--- config.mk ---
export PLATFORM = sky130hd
export DESIGN_NAME = hull_alarm_controller_flat
export DESIGN_NICKNAME = d
export VERILOG_FILES = /design/src/rtl/hull_alarm_controller_if.sv /design/src/rtl/hull_alarm_controller.sv /design/src/flat_wrapper.sv
export SDC_FILE = /design/constraint.sdc
export NUM_CORES = 1
export LEC_CHECK = 0
export BUFFER_PORTS_ARGS = -buffer_cell sky130_fd_sc_hd__buf_2
export CAP_MARGIN = 20
export CORE_MARGIN = 5
export CORE_UTILIZATION = 39
export DETAILED_ROUTE_END_ITERATION = 16
export GPL_TIMING_DRIVEN = 0
export PLACE_DENSITY = 0.78
export REMOVE_ABC_BUFFERS = 1
export SYNTH_ARGS = -nofsm -noshare
export SYNTH_HDL_FRONTEND = slang
export SYNTH_SLANG_ARGS = --single-unit
--- constraint.sdc ---
create_clock -name clk -period 1.95 [get_ports clk]
set_input_delay 0.2925 -clock clk [delete_from_list [all_inputs] [get_ports clk]]
set_output_delay 0.2925 -clock clk [all_outputs]
set_load 0.03 [all_outputs]
--- src/rtl/hull_alarm_controller_if.sv ---
// ============================================================================
// hull_alarm_controller_if : status inputs and alarm/request outputs  (rev 1.0)
// ============================================================================
`default_nettype none

interface hull_alarm_controller_if #(
  parameter int N = 32
);
  logic [N-1:0] shield;
  logic [N-1:0] temp;
  logic [N-1:0] power;
  logic [N-1:0] o2;
  logic         fatal;
  logic         ack;
  logic [2:0]   level;
  logic         o2sup_req;
  logic         chrg_req;
  logic [3:0]   mode_req;
  logic         abort;
  logic [15:0]  countdown;

  modport master (
    output shield, temp, power, o2, fatal, ack,
    input  level, o2sup_req, chrg_req, mode_req, abort, countdown
  );

  modport slave (
    input  shield, temp, power, o2, fatal, ack,
    output level, o2sup_req, chrg_req, mode_req, abort, countdown
  );
endinterface

`default_nettype wire

--- src/rtl/hull_alarm_controller.sv ---
// ============================================================================
// hull_alarm_controller : debounced alarm grading, requests, abort countdown (rev 1.0)
// ============================================================================
`default_nettype none

module hull_alarm_controller #(
  parameter int unsigned TEMP_CAUTION = 80,
  parameter int unsigned TEMP_WARN    = 95,
  parameter int unsigned O2_CAUTION   = 50,
  parameter int unsigned O2_WARN      = 20,
  parameter int unsigned PWR_CAUTION  = 30,
  parameter int unsigned SH_CAUTION   = 60,
  parameter int unsigned SH_WARN      = 25,
  parameter int unsigned DEBOUNCE     = 4,
  parameter int unsigned HOLD         = 8,
  parameter int unsigned ABORT_CNT    = 16
) (
  input  wire logic              clk,
  input  wire logic              rst,
  hull_alarm_controller_if.slave bus
);

  typedef enum logic [2:0] {
    NOMINAL  = 3'd0,
    CAUTION  = 3'd1,
    WARNING  = 3'd2,
    CRITICAL = 3'd3,
    ABORT    = 3'd4
  } state_t;

  localparam logic [15:0] c_abort_cnt = 16'(ABORT_CNT);
  localparam logic [7:0]  c_esc_last  = 8'(DEBOUNCE - 1);
  localparam logic [7:0]  c_clr_last  = 8'(HOLD - 1);

  state_t      state;
  logic [7:0]  esc_cnt;
  logic [7:0]  clr_cnt;
  logic [15:0] countdown;
  logic        abort_r;
  logic        o2sup_r;
  logic        chrg_r;
  logic [3:0]  mode_r;
  logic [2:0]  sev;

  always_comb begin
    sev = 3'd0;
    if (bus.fatal || bus.o2 == '0)
      sev = 3'd3;
    else if (bus.temp >= TEMP_WARN || bus.o2 < O2_WARN || bus.power == '0 ||
             bus.shield < SH_WARN)
      sev = 3'd2;
    else if (bus.temp >= TEMP_CAUTION || bus.o2 < O2_CAUTION ||
             bus.power < PWR_CAUTION || bus.shield < SH_CAUTION)
      sev = 3'd1;
  end

  always_ff @(posedge clk or posedge rst) begin
    if (rst) begin
      state     <= NOMINAL;
      esc_cnt   <= '0;
      clr_cnt   <= '0;
      countdown <= c_abort_cnt;
      abort_r   <= 1'b0;
      o2sup_r   <= 1'b0;
      chrg_r    <= 1'b0;
      mode_r    <= 4'b0000;
    end else begin
      // Requests track the inputs everywhere except the terminal state.
      if (state == ABORT) begin
        o2sup_r <= 1'b0;
        chrg_r  <= 1'b0;
        mode_r  <= 4'b0000;
      end else begin
        o2sup_r <= (bus.o2 < O2_CAUTION);
        chrg_r  <= (bus.power < PWR_CAUTION);
        mode_r  <= (bus.shield < SH_CAUTION && bus.power != '0) ? 4'b0100 : 4'b0000;
      end

      case (state)
        ABORT: begin
          abort_r   <= 1'b1;
          countdown <= '0;
        end
        CRITICAL: begin
          esc_cnt <= '0;
          clr_cnt <= '0;
          // A valid ack takes priority over the final countdown tick.
          if (bus.ack && !bus.fatal) begin
            state     <= WARNING;
            countdown <= c_abort_cnt;
          end else if (countdown == 16'd1) begin
            state     <= ABORT;
            abort_r   <= 1'b1;
            countdown <= '0;
          end else begin
            countdown <= countdown - 16'd1;
          end
        end
        default: begin
          countdown <= c_abort_cnt;
          if (sev == 3'd3) begin
            state   <= CRITICAL;
            esc_cnt <= '0;
            clr_cnt <= '0;
          end else if (sev > state) begin
            clr_cnt <= '0;
            if (esc_cnt == c_esc_last) begin
              state   <= state_t'(sev);
              esc_cnt <= '0;
            end else begin
              esc_cnt <= esc_cnt + 8'd1;
            end
          end else if (sev < state) begin
            esc_cnt <= '0;
            if (clr_cnt == c_clr_last) begin
              state   <= state_t'(state - 3'd1);
              clr_cnt <= '0;
            end else begin
              clr_cnt <= clr_cnt + 8'd1;
            end
          end else begin
            esc_cnt <= '0;
            clr_cnt <= '0;
          end
        end
      endcase
    end
  end

  assign bus.level     = state;
  assign bus.o2sup_req = o2sup_r;
  assign bus.chrg_req  = chrg_r;
  assign bus.mode_req  = mode_r;
  assign bus.abort     = abort_r;
  assign bus.countdown = countdown;

endmodule

`default_nettype wire

--- src/flat_wrapper.sv ---
// flat-port wrapper written by rule: the top's interface ports become plain ports
module hull_alarm_controller_flat 
#(
  parameter int unsigned TEMP_CAUTION = 80,
  parameter int unsigned TEMP_WARN    = 95,
  parameter int unsigned O2_CAUTION   = 50,
  parameter int unsigned O2_WARN      = 20,
  parameter int unsigned PWR_CAUTION  = 30,
  parameter int unsigned SH_CAUTION   = 60,
  parameter int unsigned SH_WARN      = 25,
  parameter int unsigned DEBOUNCE     = 4,
  parameter int unsigned HOLD         = 8,
  parameter int unsigned ABORT_CNT    = 16
)
  (clk, rst, bus_shield, bus_temp, bus_power, bus_o2, bus_fatal, bus_ack, bus_level, bus_o2sup_req, bus_chrg_req, bus_mode_req, bus_abort, bus_countdown);
  hull_alarm_controller_if #(.N(32)) bus_i ();
  input  wire logic clk;
  input  wire logic rst;
  input wire logic [$bits(bus_i.shield)-1:0] bus_shield;
  input wire logic [$bits(bus_i.temp)-1:0] bus_temp;
  input wire logic [$bits(bus_i.power)-1:0] bus_power;
  input wire logic [$bits(bus_i.o2)-1:0] bus_o2;
  input wire logic [$bits(bus_i.fatal)-1:0] bus_fatal;
  input wire logic [$bits(bus_i.ack)-1:0] bus_ack;
  output wire logic [$bits(bus_i.level)-1:0] bus_level;
  output wire logic [$bits(bus_i.o2sup_req)-1:0] bus_o2sup_req;
  output wire logic [$bits(bus_i.chrg_req)-1:0] bus_chrg_req;
  output wire logic [$bits(bus_i.mode_req)-1:0] bus_mode_req;
  output wire logic [$bits(bus_i.abort)-1:0] bus_abort;
  output wire logic [$bits(bus_i.countdown)-1:0] bus_countdown;
  assign bus_i.shield = bus_shield;
  assign bus_i.temp = bus_temp;
  assign bus_i.power = bus_power;
  assign bus_i.o2 = bus_o2;
  assign bus_i.fatal = bus_fatal;
  assign bus_i.ack = bus_ack;
  assign bus_level = bus_i.level;
  assign bus_o2sup_req = bus_i.o2sup_req;
  assign bus_chrg_req = bus_i.chrg_req;
  assign bus_mode_req = bus_i.mode_req;
  assign bus_abort = bus_i.abort;
  assign bus_countdown = bus_i.countdown;
  hull_alarm_controller #(.TEMP_CAUTION(TEMP_CAUTION), .TEMP_WARN(TEMP_WARN), .O2_CAUTION(O2_CAUTION), .O2_WARN(O2_WARN), .PWR_CAUTION(PWR_CAUTION), .SH_CAUTION(SH_CAUTION), .SH_WARN(SH_WARN), .DEBOUNCE(DEBOUNCE), .HOLD(HOLD), .ABORT_CNT(ABORT_CNT)) u_core (.clk(clk), .rst(rst), .bus(bus_i));
endmodule
Word level (Yosys, flattened, before mapping) --
Cells that the tools add are included.
Storage, ports and cells: flip-flop bits (word level) 42, input port bits 132, output and inout port bits 26, logic and storage cells 80
Cells by class: $add $sub $neg 4, magnitude comparators 9, equal/unequal tests 10, multiplexer cells 30, bitwise operators 1, reduce and logical (&&, ||, !) cells 18
Operators by type and width (number):
- < comparator 32 x 5 -> 1 bit (second input constant) | 3
- greater-or-equal comparator 32 x 7 -> 1 bit (second input constant) | 2
- logical NOT 32 bit | 2
- < comparator 32 x 6 -> 1 bit (second input constant) | 2
- two-way mux 8 bit | 7
- two-way mux 16 bit | 2
- case mux 16 bit (2 select lines) | 1
- case mux 8 bit (2 select lines) | 2
- nonzero test 32 bit | 1
- two-way mux 3 bit | 10
- adder 8 x 1 -> 8 bit (second input constant) | 2
- == test 16 x 1 -> 1 bit (second input constant) | 1
- subtractor 16 x 1 -> 16 bit (second input constant) | 1
- == test 8 x 2 -> 1 bit (second input constant) | 1
- == test 8 x 3 -> 1 bit (second input constant) | 1
- nonzero test 4 bit | 2
- logical OR 1 bit | 7
- == test 3 x 2 -> 1 bit (second input constant) | 2
- case mux 3 bit (2 select lines) | 1
- two-way mux 1 bit | 5
- AND reduction 5 bit | 1
- two-way mux 4 bit | 1
- != test 4 x 3 -> 1 bit (second input constant) | 1
- == test 3 bit (second input constant) | 1
- other kinds (12) | 13

Depth between registers and ports, before layout --
Gate-level depths: netlist (run 1).
depth in word-level cells 12, mapped depth 14

Worst setup path after synthesis (run 1) --
Ideal clock, no wire load.
path kind input port to flip-flop, from in bus_temp[24], to reg u_core.state[0], in the netlist u_core.bus.level[0], arrival 3102 ps, setup slack -1282 ps, cell stages on the path 14, path through nor4_1 -> nand4_1 -> nor2_1 -> or3b_2 -> nor2_1 -> nand2_1 -> ha_1 -> nand2b_1 -> a221o_1 -> a2111oi_4 -> nand2_4 -> o2111ai_4 -> mux2i_1 -> nor3_1
Between the ends: longest elaborated chain between the ends 11
RTL lines:
- from (decl) | RTL line flat_wrapper.sv:20 | input wire logic [$bits(bus_i.temp)-1:0] bus_temp;
- greater-or-equal comparator 32 x 7 -> 1 bit | RTL line hull_alarm_controller.sv:52 | else if (bus.temp >= TEMP_CAUTION || bus.o2 < O2_CAUTION ||
- logical OR 1 bit (2 in series) | RTL line hull_alarm_controller.sv:52
- logical OR 1 bit | RTL line hull_alarm_controller.sv:53 | bus.power < PWR_CAUTION || bus.shield < SH_CAUTION)
- two-way mux 1 bit | RTL line hull_alarm_controller.sv:52
- two-way mux 3 bit (*) | RTL line hull_alarm_controller.sv:49 | else if (bus.temp >= TEMP_WARN || bus.o2 < O2_WARN || bus.power == '0 ||
- two-way mux 3 bit (*) | RTL line hull_alarm_controller.sv:47 | if (bus.fatal || bus.o2 == '0)
- > comparator 3 bit or two-way mux 3 bit (tied branches) | RTL line hull_alarm_controller.sv:105, hull_alarm_controller.sv:107
- two-way mux 3 bit | RTL line hull_alarm_controller.sv:105 | end else if (sev > state) begin
- two-way mux 3 bit | RTL line hull_alarm_controller.sv:101 | if (sev == 3'd3) begin
- case mux 3 bit (2 select lines) | RTL line hull_alarm_controller.sv:79 | case (state)
- to (signal assigned) | RTL line hull_alarm_controller.sv:108 | state <= state_t'(sev);
- to (signal assigned) | RTL line hull_alarm_controller.sv:116 | state <= state_t'(state - 3'd1);
- to (decl) | RTL line hull_alarm_controller.sv:35 | state_t state;
Mark *: on every way between the ends. The rest lies on a longest branch, timed or not. The select of a mux whose other input is x is not followed. A chain may end at the register's enable or synchronous reset.

Final worst setup path (run 1) --
from in bus_o2[14], to reg u_core.esc_cnt[2]
Between the ends: longest elaborated chain between the ends 11
RTL lines:
- from (decl) | RTL line flat_wrapper.sv:22 | input wire logic [$bits(bus_i.o2)-1:0] bus_o2;
- < comparator 32 x 6 -> 1 bit | RTL line hull_alarm_controller.sv:52
- logical OR 1 bit (2 in series) | RTL line hull_alarm_controller.sv:52
- logical OR 1 bit | RTL line hull_alarm_controller.sv:53
- two-way mux 1 bit | RTL line hull_alarm_controller.sv:52
- two-way mux 3 bit | RTL line hull_alarm_controller.sv:49
- two-way mux 3 bit (*) | RTL line hull_alarm_controller.sv:47
- > comparator 3 bit | RTL line hull_alarm_controller.sv:105
- two-way mux 8 bit | RTL line hull_alarm_controller.sv:105
- two-way mux 8 bit (*) | RTL line hull_alarm_controller.sv:101
- case mux 8 bit (2 select lines) (*) | RTL line hull_alarm_controller.sv:79
- to (signal assigned) | RTL line hull_alarm_controller.sv:111 | esc_cnt <= esc_cnt + 8'd1;
- to (decl) | RTL line hull_alarm_controller.sv:36 | logic [7:0] esc_cnt;
Mark *: on every way between the ends. The rest lies on a longest branch, timed or not.

==> results of run 1 <==
==> registers in the layout (all words and copies together) (netlist names) <==
register / cells
u_core.bus.countdown: 16
u_core.clr_cnt: 8
u_core.esc_cnt: 8
u_core.bus.level: 3
u_core.bus.abort: 1
u_core.bus.chrg_req: 1
u_core.bus.mode_req: 1
u_core.bus.o2sup_req: 1
==> stage by stage <==
step / hold slack, ns / TNS [ns] / area (um^2) / worst slack (ns) / cells
2_1_floorplan: 0.447 / -17.38 / 2480 / -1.28 / 285
5_1_grt: 0.226 / -19.29 / 4060 / -1.30 / 552
3_3_place_gp: 0.457 / -27.75 / 3350 / -1.73 / 516
3_5_place_dp: 0.459 / -28.55 / 3350 / -1.75 / 516
4_1_cts: 0.189 / -16.60 / 3680 / -1.21 / 537
6_report: 0.164 / -17.25 / 4060 / -1.16 / 552
==> cells in the mapped netlist (2+ instances only) <==
cell type,n
clkbuf_1,3
o21ai_0,22
inv_1,8
ha_1,9
nand3b_1,2
mux2i_1,2
nand2b_1,3
nand4_1,7
nor2b_1,5
or4_1,5
nor3_1,18
nor2_1,34
nand4b_1,2
xor2_1,5
o31ai_1,5
a21oi_1,6
dfrtp_1,38
nand3_1,12
nor4_1,23
and3_1,3
xnor2_1,10
a31o_2,2
nand2_1,35
buf_4,3
or3_1,3
==> cell usage in the layout (no fill, tap or decap), types with 10 or more instances in the layout <==
cell type / synthesis / routed
buf_2: 0 / 148
dfrtp_1: 38 / 38
nand2_1: 35 / 32
nor2_1: 34 / 32
buf_4: 3 / 21
nor4_1: 23 / 15
nor3_1: 18 / 15
buf_6: 0 / 13
nand3_1: 12 / 11
o21ai_2: 0 / 10
xnor2_1: 10 / 10
==> worst max-delay path by stage <==
stage / startpoint / to / depth (start not counted)
final: bus_o2[14] / u_core.esc_cnt[2] / 17
after global routing: bus_o2[7] / u_core.bus.level[0] / 15
after CTS: bus_o2[14] / u_core.bus.level[0] / 15
after detailed placement: bus_temp[31] / u_core.bus.level[0] / 15
after global placement: bus_temp[31] / u_core.bus.level[0] / 15
after floorplan: bus_temp[24] / u_core.bus.level[0] / 14
==> where the power goes <==
part / internal (mW) / leakage (nW) / total, mW / switching (mW)
clock: 0.414 / 0.0612 / 0.704 / 0.290
sequential: 0.953 / 0.526 / 1.15 / 0.195
combinational: 1.10 / 1.32 / 2.45 / 1.35
total: 2.46 / 1.91 / 4.30 / 1.83
==> timing repair <==
action                     CTS  global route
pin swaps                   18            29
setup endpoints to repair   33            24
resized for setup           29            63
buffers inserted            13            16
==> logic make-up (layout without fill, tap and decap cells) <==
| logic type | count (synthesis) | after routing |
|---|---|---|
| other | 1 | 3 |
| adder cells (fa/ha/maj) | 9 | 9 |
| AND/OR/NAND/NOR | 160 | 160 |
| buffers and inverters | 14 | 198 |
| multiplexers | 2 | 2 |
| XOR/XNOR | 15 | 15 |
| AO/OA/AOI/OAI | 49 | 49 |
| flip-flops | 39 | 39 |
==> layout make-up <==
class / instances / area share [%]
Clock inverter: 2 / 0.862
Inverter: 8 / 0.739
Timing Repair Buffer: 182 / 25.7
Sequential cell: 39 / 24.1
Clock buffer: 6 / 2.03
Tap cell: 77 / 2.37
Multi-Input combinational cell: 238 / 44.2
==> layer usage <==
| layer | wire length [um] | vias to the layer above | track usage, % |
|---|---|---|---|
| met5 | 0 | - | 0 |
| met4 | 244 | 0 | 6.08 |
| met3 | 666 | 25 | 6.18 |
| met2 | 4830 | 127 | 36.9 |
| met1 | 3360 | 1375 | 22.0 |
| li1 | - | 1433 | - |
==> out/summary.txt, run 1 <==
outcome: finished with violations
violated checks: negative setup slack
area grow syn2layout: 62.1%
Synth Area in Simple Gates: 33.4%
die area: 0.00813 mm^2
flip-flop and latch count after synthesis: 39
R2R setup slack: -0.43 ns
Synth Area in Compound Gates: 14.4%
DRT antenna net count: 0
Setup Skew: 0.00831 ns
Yosys top cell area share: 37.9%
wire per inst: 16.5 um
H-tree Lvls: 2
final hold violation count: 0
vias in the first global route: 3,028
Area contributors post-synth: dfrtp_1 (38%), nor4_1 (5.7%), nand2_1 (5.2%)
Slew Viols, Final: 0
Starting Density: 39.7%
Syn Std Cell Area: 0.00251 mm^2
period utilization: 159%
fmax: 322 MHz
CP required: 2.17 ns
core region area: 0.00631 mm^2
Worst-Skew Late Latency: 0.30 ns
grt ovf: 0
Worst-path clk slew: 0.08 ns
footprint of the multi-input gates: 0.00180 mm^2
main combinational cell family by area after synthesis: simple AND/OR/NAND/NOR gates
slew margin rel.: 44.6%
Layout Utilization: 64.3%
Setup Viol. Count Final: 19
Register Area: 977 um^2
Synth Area per Inst: 8.67 um^2
Leak: 1.91 nW
Antenna Cells: 0
# DRC: 0
multiplexer area fraction after synthesis: 0.799%
NumNets Final: 615
critical path type: input pin to flip-flop
GPL Wtd Cong: 0.885
Buf+Inv Stages, Crit Path: 3
sequential element share of the synthesized area: 39.0%
Critical Path Max Stage Delay: 0.56 ns
power density over the cells: 1060 mW/mm^2
max cap viols: 0
distinct cell type count of the synthesized netlist: 49
CTS tree: built
Cell Rows: 29
delay-heaviest family, CP: simple AND/OR/NAND/NOR gates
dominant cell type by area after synthesis: dfrtp_1
first-pass GRT wire length: 13.6 mm
Slowest cell on crit path: or4_4
Ys Warns: 0
initial antenna violation count: 0
Peak VDD IR: 0.000711 V
DR pass1 iterations: 4
port bufs: 154
fillers: 503
CTS Buf Count: 5
Synth Area in Adders: 4.49%
layout cells sized above 1: 52.2%
Longest Clk Path Bufs: 2
worst slew pin tran: 0.830 ns
vias: 2,960
top-level I/O count: 158
setup ws final: -1.16 ns
Post-synth EDFFs: 0
Synth Area in XOR/XNOR: 5.24%
Synth Flop Type: dfrtp_1
Die W: 90.2 um
post-DP HPWL: 6.33 mm
Tot GR Track Use: 20.1%
cell count after synthesis: 289
initial DRC count: 194
Max FO, Critical Path: 4
kind of start point of the critical path: input pin
minimum clock period: 3.11 ns
wirelength, routed: 9.10 mm
CP endpoint kind: flip-flop
Avg Vias per Cell: 5.36
Post-synth ARST share: 100%
Sink Count: 39
Worst R2R Path Depth: 7
Design Power: 4.30 mW
Critical R2R Launch: u_core.bus.countdown[8]
Post-CTS Hold Fix Bufs: 0
Worst R2R End: u_core.bus.level[0]
largest net degree at the start of global routing: 40
CTS root buffer: clkbuf_8
RSZ-0062 raised after global routing: yes
CP cell instances: buf_6, or4_4, nor3_2, nand2_1, a31o_2, nand4b_1, a21oi_4, ha_4, nand2b_4, a221o_2, a2111oi_4, nand2_4, buf_4, buf_6, o21ai_2, nand2_1, o21ai_1
Arrival @ worst endpoint: 3.33 ns
Worst Hold Class: input pin to async pin
Die H: 90.2 um
No activity file was read; power rests on OpenSTA's default activity.
==> run 2, diff against run 1 <==
--- a/config.mk
+++ b/config.mk
@@ -13,6 +13,8 @@
 export GPL_TIMING_DRIVEN = 0
 export PLACE_DENSITY = 0.78
 export REMOVE_ABC_BUFFERS = 1
+export SETUP_SLACK_MARGIN = 0.4
+export SLEW_MARGIN = 20
 export SYNTH_ARGS = -nofsm -noshare
 export SYNTH_HDL_FRONTEND = slang
 export SYNTH_SLANG_ARGS = --single-unit
==> run 2 against run 1 <==
Effect of this change: global-route usage rose by 1.9 points; sequential share of layout area fell by 1.4 points; final cell count rose by 1.6%; the flow still finishes with violations (negative setup slack); highest routed layer unchanged; combinational power rose by 24%.
==> out/summary.txt, run 2 (synthesis gave the netlist of run 1 again) <==
outcome: finished with violations
violated checks: negative setup slack
commonest non-fill, non-tap cell in the layout: buf_2
fmax: 325 MHz (+0.90%)
sequential share of power: 23.5% (-3.2 points)
Net Sw Frac: 44.1% (+1.4 points)
Setup crit end: u_core.bus.level[1]
vias: 3,102 (+4.8%)
layout cells sized above 1: 57.9% (+5.6 points)
largest net degree at the start of global routing: 30 (-25%)
kind of start point of the critical path: input pin
vias in the first global route: 3,215 (+6.2%)
Layout Utilization: 68.3% (+3.9 points)
Critical R2R Launch: u_core.bus.level[1]
Design Power: 4.90 mW (+14%)
DR pass1 iterations: 5 (+1)
Worst-Skew Late Latency: 0.29 ns (about the same)
H-tree Lvls: 2 (unchanged)
CTS root buffer: clkbuf_8
Peak VDD IR: 0.000961 V (+35%)
RSZ-0062 raised after global routing: yes
Reg with most FFs: u_core.bus.countdown
clock network fraction of total power: 14.5% (-1.9 points)
worst slew pin tran: 0.600 ns (-0.231 ns)
CP endpoint kind: flip-flop
wire per inst: 17.2 um (+4.2%)
CTS Buf Count: 5 (unchanged)
setup ws final: -1.13 ns (+0.0277 ns)
wirelength, routed: 9.64 mm (+5.9%)
Die H: 90.2 um (unchanged)
final hold violation count: 0 (unchanged)
Critical Path Max Stage Delay: 0.55 ns (about the same)
# DRC: 0 (unchanged)
Avg Vias per Cell: 5.53 (+3.1%)
Pint: 2.74 mW (+11%)
CP required: 2.14 ns (-0.03 ns)
cell count along the critical path: 16 (-1)
R2R setup slack: -0.30 ns (+0.13 ns)
max cap viols: 0 (unchanged)
Tot GR Track Use: 22.0% (+1.9 points)
Sink Count: 39 (unchanged)
Combinational Power Share: 62.1% (+5.2 points)
Max FO, Critical Path: 4 (unchanged)
delay-heaviest family, CP: simple AND/OR/NAND/NOR gates
NumNets Final: 624 (+1.5%)
Cell Rows: 29 (unchanged)
Setup Viol. Count Final: 33 (+14)
Leak: 1.98 nW (+3.6%)
post-DP HPWL: 6.41 mm (+1.4%)
Slowest cell on crit path: or4_4
Worst-path clk slew: 0.08 ns (about the same)
Regs by FF count: u_core.bus.countdown x16, u_core.clr_cnt x8, u_core.esc_cnt x8
Buf+Inv Stages, Crit Path: 3 (unchanged)
minimum clock period: 3.08 ns (-0.0277 ns)
Longest Clk Path Bufs: 2 (unchanged)
Die W: 90.2 um (unchanged)
top-level I/O count: 158 (unchanged)
port bufs: 154 (unchanged)
Setup Skew: 0.00626 ns (-0.00205 ns)
Hold Path Stages: 4
critical path type: input pin to flip-flop
number of flip-flops in the largest register: 16 (unchanged)
die area: 0.00813 mm^2 (unchanged)
period utilization: 158% (-1.4 points)
Worst R2R End: u_core.bus.level[1]
Worst Hold Class: input pin to flip-flop
power density over the cells: 1140 mW/mm^2 (+7.5%)
DRT antenna net count: 0 (unchanged)
core region area: 0.00631 mm^2 (unchanged)
CTS tree: built
Slew Viols, Final: 0 (unchanged)
grt ovf: 0 (unchanged)
GPL Wtd Cong: 0.885 (unchanged)
first-pass GRT wire length: 14.9 mm (+10%)
initial antenna violation count: 0 (unchanged)
crit path launch: bus_o2[17]
slew margin rel.: 59.7% (+15 points)
Antenna Cells: 0 (unchanged)
area grow syn2layout: 71.9%
Worst R2R Path Depth: 10 (+3)
sw power: 2.16 mW (+18%)
most frequent cells in the layout: buf_2 (151), dfrtp_1 (38), nand2_1 (30)
initial DRC count: 151 (-22%)
Starting Density: 39.7% (unchanged)
CP cell instances: buf_2, or4_4, nor4_4, buf_4, nand3_4, nand2_2, a21oi_2, ha_4, nand2b_4, a221o_2, a2111oi_4, nand2_4, o2111ai_4, buf_6, a211oi_2, a21o_1
Arrival @ worst endpoint: 3.27 ns (-0.06 ns)
run 2: cell count changes in the layout (fill, tap and decap cells not counted), sizes merged:
cell         delta
buf             +8
dlygate4sd3     +1
run 2: worst min-delay path by stage:
stage | start | to
6_report | bus_power[1] | u_core.bus.chrg_req
5_1_grt | bus_o2[4] | u_core.bus.o2sup_req
4_1_cts | bus_o2[4] | u_core.bus.o2sup_req
3_5_place_dp | rst | u_core.bus.countdown[10]
3_3_place_gp | u_core.bus.abort | u_core.bus.abort
2_1_floorplan | u_core.clr_cnt[7] | u_core.clr_cnt[7]
run 2: metal layers:
layer | vias to the layer above | track usage [%] | part of all wire (%)
met1 | 1487 | 23.8 | 36
met3 | 24 | 5.26 | 6.7
met2 | 132 | 40.5 | 55
met5 | - | 0 | 0
met4 | 0 | 9.43 | 2.7
li1 | 1459 | - | -
run 2: per-stage QoR:
stage	std cells	setup WS, ns	instance area, um^2	hold WS (ns)	TNS [ns]
after CTS	553	-1.17	4060	0.325	-16.69
after detailed placement	517	-1.74	3370	0.242	-28.60
after global routing	561	-1.28	4310	0.355	-23.62
final	561	-1.13	4310	0.340	-20.42
after global placement	516	-1.73	3350	0.457	-27.75
after floorplan	285	-1.28	2480	0.447	-17.38
run 2: power groups by stage:
stage	Sequential (mW)	Clock [mW]	Combinational [mW]
after floorplan	1.32	0	1.09
after global placement	1.13	0	1.75
after detailed placement	1.14	0	1.79
after CTS	1.14	0.716	2.55
after global routing	1.17	0.758	3.25
final	1.15	0.708	3.04
run 2: what timing repair did:
| item | 4_1_cts | 5_1_grt |
|---|---|---|
| cloned | 1 | 0 |
| buffers inserted | 26 | 8 |
| pin swaps | 28 | 39 |
| resized for setup | 95 | 46 |
| endpoints found under the hold margin | 10 | 0 |
| hold buffers | 1 | 0 |
| setup endpoints to repair | 37 | 38 |
run 2: worst min-delay path: stages:
cell	delay [ns]
buf_2	0.09
nand4_1	0.07
nand2_1	0.10
nor2_1	0.05
run 2: area by class of cell:
cell class,instances,area [um^2]
timing repair buffer,191,1160
clock buffer,6,82.6
sequential,39,977
multi-input combinational,238,1920
fill,489,2000
inverter,8,30.0
tap,77,96.3
clock inverter,2,35.0
==> run 3, diff against run 2 <==
--- a/config.mk
+++ b/config.mk
@@ -5,13 +5,14 @@
 export SDC_FILE = /design/constraint.sdc
 export NUM_CORES = 1
 export LEC_CHECK = 0
+export ABC_AREA = 1
 export BUFFER_PORTS_ARGS = -buffer_cell sky130_fd_sc_hd__buf_2
 export CAP_MARGIN = 20
 export CORE_MARGIN = 5
-export CORE_UTILIZATION = 39
+export CORE_UTILIZATION = 41
 export DETAILED_ROUTE_END_ITERATION = 16
 export GPL_TIMING_DRIVEN = 0
-export PLACE_DENSITY = 0.78
+export PLACE_DENSITY = 0.79
 export REMOVE_ABC_BUFFERS = 1
 export SETUP_SLACK_MARGIN = 0.4
 export SLEW_MARGIN = 20
==> run 3 against run 2 <==
Effect of this change: critical endpoint unchanged; area after synthesis is 15% higher; setup slack better by 0.80 ns; synthesized cell count is 43% higher; sequential cell count stayed put; core utilization is 3.9 points lower; power is 18% lower; fmax is 35% higher; largest cell class unchanged; global-route usage is 3.0 points lower; the run ends with negative hold slack, negative setup slack left; clock-buffer cell count is 1 lower; sequential power hardly changed; final cell count is 25% higher.
==> out/summary.txt, run 3 <==
Sink Count: 39 (unchanged)
Setup Skew: 0.00948 ns (+0.00322 ns)
critical path type: input pin to flip-flop
Reg with most FFs: u_core.bus.countdown
commonest non-fill, non-tap cell in the layout: buf_2
Slew Viols, Final: 0 (unchanged)
core region area: 0.00683 mm^2 (+8.2%)
CP endpoint kind: flip-flop
CP required: 2.15 ns (about the same)
flip-flop and latch count after synthesis: 39 (unchanged)
layout cells sized above 1: 46.1% (-12 points)
outcome: finished with violations
Antenna Cells: 0 (unchanged)
Max FO, Critical Path: 7 (+3)
Synth Area in Adders: 3.91% (-0.59 points)
number of flip-flops in the largest register: 16 (unchanged)
Synth Area per Inst: 6.96 um^2 (-20%)
wirelength, routed: 9.12 mm (-5.4%)
top-level I/O count: 158 (unchanged)
Placed Area: 0.00376 mm^2 (+12%)
Layout Utilization: 64.4% (-3.9 points)
grt ovf: 0 (unchanged)
violated checks: negative hold slack, negative setup slack
Worst Hold Class: input pin to async pin
final non-filler cell total: 701 (+25%)
initial DRC count: 170 (+13%)
CTS tree: built
cell count after synthesis: 414 (+43%)
Longest Clk Path Bufs: 2 (unchanged)
first-pass GRT wire length: 13.6 mm (-9.0%)
GPL Wtd Cong: 0.877 (-0.89%)
period utilization: 117% (-41 points)
Worst R2R Path Depth: 11 (+1)
die area: 0.00881 mm^2 (+8.3%)
placed cells: 660 (+28%)
Post-CTS Hold Fix Bufs: 0 (-1)
Syn Std Cell Area: 0.00288 mm^2 (+15%)
power density over the cells: 914 mW/mm^2 (-20%)
Die H: 93.8 um (+4.1%)
Synth Area in XOR/XNOR: 6.99% (+1.7 points)
# DRC: 0 (unchanged)
fmax: 438 MHz (+35%)
area grow syn2layout: 52.6%
distinct cell type count of the synthesized netlist: 43 (-12%)
DRT antenna net count: 0 (unchanged)
Yosys top cell area share: 33.0% (-4.9 points)
setup ws final: -0.333 ns (+0.798 ns)
Regs by FF count: u_core.bus.countdown x16, u_core.clr_cnt x8, u_core.esc_cnt x8
Leak: 2.22 nW (+12%)
Ys Warns: 0 (unchanged)
dominant cell type by area after synthesis: dfrtp_1
Worst-path clk slew: 0.08 ns (about the same)
Tot GR Track Use: 19.0% (-3.0 points)
Post-synth EDFFs: 0 (unchanged)
final hold violation count: 10 (+10)
kind of start point of the critical path: input pin
Starting Density: 42.2% (+2.5 points)
vias: 3,332 (+7.4%)
footprint of the multi-input gates: 0.00191 mm^2 (-0.78%)
CTS root buffer: clkbuf_8
NumNets Final: 745 (+19%)
CTS Buf Count: 5 (unchanged)
wire per inst: 13.0 um (-24%)
multiplexer area fraction after synthesis: 0% (-0.80 points)
largest net degree at the start of global routing: 22 (-27%)
final hold slack: -0.00211 ns (-0.342 ns)
Register Area: 978 um^2 (+0.13%)
Setup Viol. Count Final: 19 (-42%)
Post-synth ARST share: 100% (unchanged)
Cell Rows: 30 (+3.4%)
Area contributors post-synth: dfrtp_1 (33%), nor2_1 (15%), nand2_1 (12%)
fillers: 582 (+19%)
Synth Area in Simple Gates: 40.0% (+6.6 points)
vias in the first global route: 3,278 (+2.0%)
main combinational cell family by area after synthesis: simple AND/OR/NAND/NOR gates
most common cell in the netlist: nor2_1
sequential element share of the synthesized area: 33.9% (-5.1 points)
Worst-Skew Late Latency: 0.30 ns (about the same)
Arrival @ worst endpoint: 2.48 ns (-0.79 ns)
Peak VDD IR: 0.000483 V (-50%)
port bufs: 154 (unchanged)
RSZ-0062 raised after global routing: yes
DR pass1 iterations: 4 (-1)
post-DP HPWL: 6.59 mm (+2.8%)
Synth Flop Type: dfrtp_1
max cap viols: 0 (unchanged)
Synth Area in Compound Gates: 7.47% (-6.9 points)
minimum clock period: 2.28 ns (-0.798 ns)
initial antenna violation count: 0 (unchanged)
H-tree Lvls: 2 (unchanged)
Avg Vias per Cell: 4.75 (-14%)
Die W: 93.8 um (+4.1%)
most common library cells after synthesis: nor2_1 (114), nand2_1 (89), inv_1 (40)
most frequent cells in the layout: buf_2 (142), nor2_1 (95), nand2_1 (79)
design area: 0.00440 mm^2 (+2.1%)
==> run 3: layer usage <==
metal / share of wire (%) / vias up / GRT usage (%)
li1: - / 1676 / -
met1: 38 / 1497 / 21.4
met2: 53 / 141 / 34.7
met3: 7.2 / 18 / 4.01
met4: 1.9 / 0 / 7.34
met5: 0 / - / 0
==> run 3: path summary, 6_finish.rpt <==
kind	startpoint	end	slack, ns
max reg2reg	u_core.bus.level[1]	u_core.bus.level[1]	0.08
min reg2reg	u_core.bus.level[1]	u_core.bus.level[1]	0.53
min	rst	u_core.bus.countdown[15]	-0.002
min in group clk	bus_o2[6]	u_core.bus.o2sup_req	0.31
max in group asynchronous	rst	u_core.esc_cnt[1]	1.49
max	bus_temp[22]	u_core.bus.level[1]	-0.33
==> run 3: kinds of logic after synthesis <==
kind of cell	after synthesis
buffers and inverters	52
and+or+nand+nor	260
other	1
adders and majority gates	9
AOI/OAI and AO/OA	30
DFF	39
xor gates and xnor gates	23
==> run 3: metrics by stage <==
stage | power (mW) | setup slack (ns) | setup TNS, ns
finish | 4.02 | -0.333 | -4.64
global route | 4.29 | -0.497 | -7.36
CTS | 3.68 | -0.195 | -1.64
detailed placement | 2.87 | -0.899 | -12.69
global placement | 2.81 | -0.804 | -10.99
floorplan | 2.39 | -0.375 | -4.31
==> run 3: what timing repair did <==
item                       4_1_cts  5_1_grt
pin swaps                       18       40
buffers inserted                17       15
resized for setup               37       42
cloned                           0        1
setup endpoints to repair       37       37
==> run 3: worst max-delay path: stages <==
cell	delay [ns]
buf_2	0.11
nor2_1	0.11
nand2_1	0.09
nor2_2	0.11
nand2_1	0.07
nor2_2	0.13
nand2_2	0.07
nor2_4	0.14
nand2_2	0.09
ha_4	0.31
nand2_4	0.06
a21oi_4	0.12
nand2_2	0.09
nor3_4	0.26
nand2_4	0.14
nand3_4	0.14
inv_2	0.04
nand2_1	0.05
nand2_1	0.05
==> run 3: final cells by class <==
class                      instances  area share (%)
clock buffer                       5            1.56
clock inverter                     3           0.455
inverter                          45            3.93
multi-input combinational        326            43.4
sequential                        39            22.2
tap                               96            2.73
timing repair buffer             187            25.7
==> run 3: power by group <==
part           internal, mW  total, mW  leakage, nW  switching, mW
Sequential            0.944       1.12        0.526          0.174
Combinational         0.989       2.36         1.66           1.37
Clock                 0.249      0.546       0.0402          0.297
Total                  2.18       4.02         2.22           1.84
